**src/rtl/dmem_arb_pkg.sv**
```systemverilog
`default_nettype none
// ============================================================================
// Module      : dmem_arb_pkg
// Description : Shared types and default sizes for the data-memory access
//               arbiter. It holds the arbiter state encoding and the default
//               data, address and starvation-limit values.
// Revision    : 1.0 - initial release
// ============================================================================
package dmem_arb_pkg;

  localparam int DATA_W_DEF       = 8;
  localparam int ADDR_W_DEF       = 4;
  localparam int STARVE_LIMIT_DEF = 4;

  typedef enum logic [1:0] {
    IDLE  = 2'd0,
    DBG   = 2'd1,
    CLEAR = 2'd2
  } arb_state_t;

endpackage
`default_nettype wire

```
**src/rtl/dmem_starve_counter.sv**
```systemverilog
`default_nettype none
// ============================================================================
// Module      : dmem_starve_counter
// Description : Saturating up-counter. It counts the cycles that a pending
//               debug request has lost the memory port to CPU writes.
//               Clear has priority over increment. With neither asserted,
//               the count holds.
// Ports       : clk, rst (async, active-high)
//               inc      - count one more starved cycle
//               clr      - return the count to zero
//               at_limit - count has reached LIMIT
// Revision    : 1.0 - initial release
// ============================================================================
module dmem_starve_counter
  import dmem_arb_pkg::*;
#(
  parameter int LIMIT = STARVE_LIMIT_DEF
) (
  input  logic clk,
  input  logic rst,
  input  logic inc,
  input  logic clr,
  output logic at_limit
);

  localparam int CNT_W = $clog2(LIMIT + 1);

  logic [CNT_W-1:0] count;

  assign at_limit = (count == CNT_W'(LIMIT));

  always_ff @(posedge clk or posedge rst) begin
    if (rst) begin
      count <= '0;
    end else if (clr) begin
      count <= '0;
    end else if (inc && !at_limit) begin
      count <= count + 1'b1;
    end
  end

endmodule
`default_nettype wire

```
**src/rtl/dmem_access_arbiter.sv**
```systemverilog
`default_nettype none
// ============================================================================
// Module      : dmem_access_arbiter
// Description : Owns the single write/read port of the data memory. It shares
//               that port between three users:
//                 - the CPU,
//                 - a debug/loader port using a REQ/GNT/ACK handshake,
//                 - a clear sequencer that zero-fills the memory.
//               The CPU is stalled whenever the port is lent out. A
//               starvation counter bounds how long a debug request waits
//               behind CPU writes.
// Ports       : Clock, Reset (async, active-high)
//               CPU_*        - CPU write/read request, CPU_STALL back
//               DBG_*        - debug REQ/WE/ADDR/WDATA in, GNT/ACK/RDATA out
//               CLR_*        - clear start in, BUSY/DONE out
//               Write_Enable, WRITE_SELECT, READ_SELECT, DMEM_INPUT -> DMEM
//               DMEM_OUTPUT  <- DMEM (combinational read)
// Revision    : 1.0 - initial release
// ============================================================================
module dmem_access_arbiter
  import dmem_arb_pkg::*;
#(
  parameter int                DATA_W       = DATA_W_DEF,
  parameter int                ADDR_W       = ADDR_W_DEF,
  parameter int                DEPTH        = 2 ** ADDR_W,
  parameter int                STARVE_LIMIT = STARVE_LIMIT_DEF,
  parameter logic [DATA_W-1:0] CLEAR_VALUE  = '0
) (
  input  logic              Clock,
  input  logic              Reset,
  input  logic              CPU_WE,
  input  logic [ADDR_W-1:0] CPU_WRITE_SELECT,
  input  logic [ADDR_W-1:0] CPU_READ_SELECT,
  input  logic [DATA_W-1:0] CPU_DATA,
  output logic              CPU_STALL,
  input  logic              DBG_REQ,
  input  logic              DBG_WE,
  input  logic [ADDR_W-1:0] DBG_ADDR,
  input  logic [DATA_W-1:0] DBG_WDATA,
  output logic              DBG_GNT,
  output logic              DBG_ACK,
  output logic [DATA_W-1:0] DBG_RDATA,
  input  logic              CLR_START,
  output logic              CLR_BUSY,
  output logic              CLR_DONE,
  output logic              Write_Enable,
  output logic [ADDR_W-1:0] WRITE_SELECT,
  output logic [ADDR_W-1:0] READ_SELECT,
  output logic [DATA_W-1:0] DMEM_INPUT,
  input  logic [DATA_W-1:0] DMEM_OUTPUT
);

  arb_state_t        state;
  logic [ADDR_W-1:0] clr_addr;
  logic              ack_q;
  logic              clr_done_q;
  logic              stall_q;
  logic              gnt_q;
  logic              busy_q;
  logic [DATA_W-1:0] rdata_q;

  logic at_limit;
  logic go_clear;
  logic go_dbg;
  logic starve_inc;
  logic starve_clr;
  logic we_mux;

  // A clear outranks a debug grant in the same cycle. While ack_q is high,
  // no new grant is issued, so each ACK covers exactly one access.
  assign go_clear = (state == IDLE) && CLR_START;
  assign go_dbg   = (state == IDLE) && !CLR_START && DBG_REQ && !ack_q &&
                    (!CPU_WE || at_limit);

  // Starvation is counted only while the CPU's write is what blocks the
  // request. The count is held through a clear.
  assign starve_inc = (state == IDLE) && DBG_REQ && CPU_WE && !go_dbg;
  assign starve_clr = go_dbg || (!DBG_REQ && (state != CLEAR));

  dmem_starve_counter #(
    .LIMIT (STARVE_LIMIT)
  ) u_starve (
    .clk      (Clock),
    .rst      (Reset),
    .inc      (starve_inc),
    .clr      (starve_clr),
    .at_limit (at_limit)
  );

  always_ff @(posedge Clock or posedge Reset) begin
    if (Reset) begin
      state      <= IDLE;
      clr_addr   <= '0;
      ack_q      <= 1'b0;
      clr_done_q <= 1'b0;
      stall_q    <= 1'b0;
      gnt_q      <= 1'b0;
      busy_q     <= 1'b0;
      rdata_q    <= '0;
    end else begin
      ack_q      <= 1'b0;
      clr_done_q <= 1'b0;
      case (state)
        IDLE: begin
          if (go_clear) begin
            state   <= CLEAR;
            stall_q <= 1'b1;
            busy_q  <= 1'b1;
          end else if (go_dbg) begin
            state   <= DBG;
            stall_q <= 1'b1;
            gnt_q   <= 1'b1;
          end
        end
        DBG: begin
          if (!DBG_WE) begin
            rdata_q <= DMEM_OUTPUT;
          end
          ack_q   <= 1'b1;
          state   <= IDLE;
          stall_q <= 1'b0;
          gnt_q   <= 1'b0;
        end
        CLEAR: begin
          // The increment wraps back to zero after the last word.
          clr_addr <= clr_addr + 1'b1;
          if (clr_addr == ADDR_W'(DEPTH - 1)) begin
            clr_done_q <= 1'b1;
            state      <= IDLE;
            stall_q    <= 1'b0;
            busy_q     <= 1'b0;
          end
        end
        default: begin
          state   <= IDLE;
          stall_q <= 1'b0;
          gnt_q   <= 1'b0;
          busy_q  <= 1'b0;
        end
      endcase
    end
  end

  // Memory port mux, selected by the current owner.
  always_comb begin
    we_mux       = CPU_WE;
    WRITE_SELECT = CPU_WRITE_SELECT;
    READ_SELECT  = CPU_READ_SELECT;
    DMEM_INPUT   = CPU_DATA;
    case (state)
      DBG: begin
        we_mux       = DBG_WE;
        WRITE_SELECT = DBG_ADDR;
        READ_SELECT  = DBG_ADDR;
        DMEM_INPUT   = DBG_WDATA;
      end
      CLEAR: begin
        we_mux       = 1'b1;
        WRITE_SELECT = clr_addr;
        DMEM_INPUT   = CLEAR_VALUE;
      end
      default: ;
    endcase
  end

  // Reset is asynchronous. Gating the write strobe directly keeps the memory
  // untouched for the whole reset window, including the edge on which reset
  // is released.
  assign Write_Enable = we_mux && !Reset;

  assign CPU_STALL = stall_q;
  assign DBG_GNT   = gnt_q;
  assign DBG_ACK   = ack_q;
  assign DBG_RDATA = rdata_q;
  assign CLR_BUSY  = busy_q;
  assign CLR_DONE  = clr_done_q;

endmodule
`default_nettype wire

```
**config.mk**
```make
export PLATFORM = sky130hd
export DESIGN_NAME = dmem_access_arbiter
export DESIGN_NICKNAME = d
export VERILOG_FILES = /design/src/rtl/dmem_arb_pkg.sv /design/src/rtl/dmem_starve_counter.sv /design/src/rtl/dmem_access_arbiter.sv
export SDC_FILE = /design/constraint.sdc
export NUM_CORES = 1
export LEC_CHECK = 0
export ABC_AREA = 1
export ABC_CLOCK_PERIOD_IN_PS = 3000
export CAP_MARGIN = 5
export CORE_ASPECT_RATIO = 1.5
export CORE_MARGIN = 5
export CORE_UTILIZATION = 43
export CTS_BUF_LIST = sky130_fd_sc_hd__clkbuf_8
export DETAILED_ROUTE_END_ITERATION = 6
export GPL_TIMING_DRIVEN = 0
export HOLD_SLACK_MARGIN = 0.15
export MAX_ROUTING_LAYER = met4
export PLACE_DENSITY = 0.88
export REMOVE_ABC_BUFFERS = 1
export SLEW_MARGIN = 20
export SYNTH_ARGS = -nofsm -noshare
export SYNTH_HDL_FRONTEND = slang
export SYNTH_SLANG_ARGS = --single-unit
export TNS_END_PERCENT = 100
```
**constraint.sdc**
```tcl
create_clock -name Clock -period 3 [get_ports Clock]
set_clock_uncertainty 0.2 [all_clocks]
set_input_delay 0.3 -clock Clock [delete_from_list [all_inputs] [get_ports Clock]]
set_output_delay 0.3 -clock Clock [all_outputs]
set_load 0.1 [all_outputs]
```
==> results_dict.tcl <==
set metrics [dict create \
    crit_start "state[1]" \
    r2r-start "state[1]" \
    rsz0062_at_grt "false" \
    rr_worst_depth 6 \
    io_pins 72 \
    netlist_area_um2 1321 \
    first_pass_iters 4 \
    drv_slew 0 \
    async_flop_share_pct 100.0 \
    nNetsFinal 291 \
    yosysWarnings 0 \
    vias_per_cell 4.779 \
    yosysUniqueCellTypes 24 \
    report.final.hold_viol_count 0 \
    critPathLaunchType "flop" \
    grt_antenna_before_repair 0 \
    synth-edff-count 0 \
    drc_errors 0 \
    endpoint_kind "primary output" \
    fp.dieH_um 77.89 \
    areaGrowthSynthToFinish_pct 60.32 \
    diodes 0 \
    crit_fanout 18 \
    num_rows 24 \
    cts_buffer_depth 2 \
    final.fill_count 235 \
    worstReg2RegEnd "DBG_RDATA[4]" \
    start_util_pct 44.90 \
    core_um2 2943 \
    cp-endpoint "Write_Enable" \
    fin_util_pct 71.98 \
    outcome "finished, final reports clean" \
    vias 1343 \
    synth-main-ff-cell "dfrtp_1" \
    cts_root_buf "clkbuf_8" \
    drive_above_1_share_pct 13.22 \
    r2r_setup_slack_ps 1030 \
    drtIter0Drc 55 \
    grt_pass1_wl_mm 6.141 \
    die_area_um2 4304 \
    holdCritPathClass "flop to flop" \
    timing.final.crit_share_pct 92.42 \
    arrival_ps 2270 \
    gp_congestion 0.8752 \
    io_buffer_count 71 \
    path_class "flop to primary output" \
    die_x_um 55.26 \
    yosysSeqAreaShare_pct 41.67 \
    antenna_left 0 \
    final.min_clock_period_ps 2773 \
    htreeDepth 1 \
    slowest_stage "clkdlybuf4s15_2" \
    grt_use_total_pct 17.69 \
    seq_area_um2 550.5 \
    wire_per_inst_um 12.70 \
    timing.critical_path.mode_cell "nand2_1" \
    ctsHoldBuffers 0 \
    fmax_ghz 0.3607 \
    cts.clk_slew.worst_paths_ps 80 \
    max-cap-violations 0 \
    multiInputGateArea_um2 624.3 \
    syn_inst 172 \
    dp_hpwl_mm 2.881 \
    crit_path_max_incr_delay_ps 580 \
    setup_viol 0 \
    cts_tree "yes" \
    grt_overflow 0 \
    clock_sinks 22 \
    ys_ff_latch 22 \
    clk_latency_ps 260 \
    synth.avg_cell_area_um2 7.682 \
    worstPathCellList "inv_1, ha_2, nand2_1, inv_2, nand2_1, a21oi_1, clkdlybuf4s15_2" \
    critical_path_required_ps 2500 \
    cts-buffers-inserted 3 \
    grt_pass1_vias 1312 \
    worst_pin_slew_ps 981.8 \
    max-slew-margin-rel_pct 34.34 \
    tns_ps 0 \
    wl_mm 3.569 \
    grt_max_degree 23 \
]
-- cells in the mapped netlist, types with 2 or more instances --
library cell	instances	area, um2
a21oi_1	3	15.01
a31oi_1	4	25.02
clkbuf_1	2	7.510
dfrtp_1	22	550.5
ha_1	6	75.07
inv_1	26	97.59
inv_2	2	7.510
nand2_1	54	202.7
nand2_2	2	12.51
nand3_1	6	30.03
nand4_1	3	18.77
nor2_1	12	45.04
o21ai_0	9	45.04
o21ai_2	8	70.07
xor2_1	4	35.03
-- sequential cells by signal, indices dropped and copies added (netlist names) --
signal	count
CPU_STALL	1
CLR_DONE	1
DBG_ACK	1
state	2
DBG_GNT	1
CLR_BUSY	1
DBG_RDATA	8
clr_addr	4
u_starve.count	3
-- cells by family (layout without fill, tap and decap cells) --
kind of cell / count (synthesis) / after routing / share of synthesized area (%)
AND/OR/NAND/NOR: 80 / 80 / 24.72
buffers and inverters: 33 / 103 / 11.27
AO/OA/AOI/OAI: 24 / 24 / 11.74
flip-flops: 22 / 22 / 41.67
adder cells (fa/ha/maj): 6 / 6 / 5.682
XOR/XNOR: 5 / 5 / 3.314
multiplexers: 2 / 2 / 1.610
-- final cells by class --
type                    count  share of cell area, %
clock inverters             1                  1.418
flip-flops and latches     22                  25.99
well taps                  39                  2.304
repair buffers             71                  33.90
multi-input cells         117                  29.47
inverters                  28                  4.962
clock buffers               3                  1.949
-- through the flow --
stage | hold WS, ps | cells | area, um2 | setup slack (ps)
after global placement | 259.5 | 277 | 2037 | -178.2
final | 282.9 | 281 | 2118 | 227.3
after global routing | 305.7 | 281 | 2118 | 91.41
after detailed placement | 267.0 | 277 | 2037 | -213.0
after CTS | 287.4 | 281 | 2117 | 9.102
after floorplan | 89.23 | 167 | 1277 | -526.9
-- routing by layer --
layer  vias up  wire, um  track usage [%]
met2        69      1715            29.74
met4         0        29            3.650
met1       601      1491            21.34
met5         -         0                -
met3         4       333            4.485
li1        669         -                -
-- worst min-delay path by stage --
stage,start,end,slack (ps),cells after the start
CTS,DBG_RDATA[6],DBG_RDATA[6],290,2
finish,DBG_RDATA[6],DBG_RDATA[6],280,2
detailed placement,DBG_RDATA[6],DBG_RDATA[6],270,2
global placement,CPU_STALL,CPU_STALL,260,2
global route,DBG_RDATA[3],DBG_RDATA[3],310,2
floorplan,Reset,CLR_BUSY,90,1
-- cells in the final DEF, fill, tap and decap left out, types with 2 or more instances in the layout --
cell	count
inv_1	26
nand4_1	3
inv_2	2
nand2_2	2
clkbuf_8	3
clkbuf_2	3
nand3_1	6
clkdlybuf4s15_2	10
a31oi_1	4
clkdlybuf4s50_1	54
nor2_1	12
dfrtp_1	22
xor2_1	4
nand2_1	54
a21oi_1	3
dlymetal6s2s_1	4
o21ai_2	8
o21ai_0	9
ha_1	5
-- worst max-delay path: cells and delay by family (launching register included) --
family,cells,cell delay (ps)
flops,1,370
compound gates,1,150
fa+ha+maj,1,510
buf+inv,3,800
simple gates,2,170
-- repair_timing --
action	4_1_cts	5_1_grt
endpoints found under the setup margin	13	12
pin swaps	0	0
buffers inserted	0	0
gates resized for setup	42	14
Power is not shown: default switching activity piles up to over one toggle a cycle in this logic, so the estimate is an artifact.
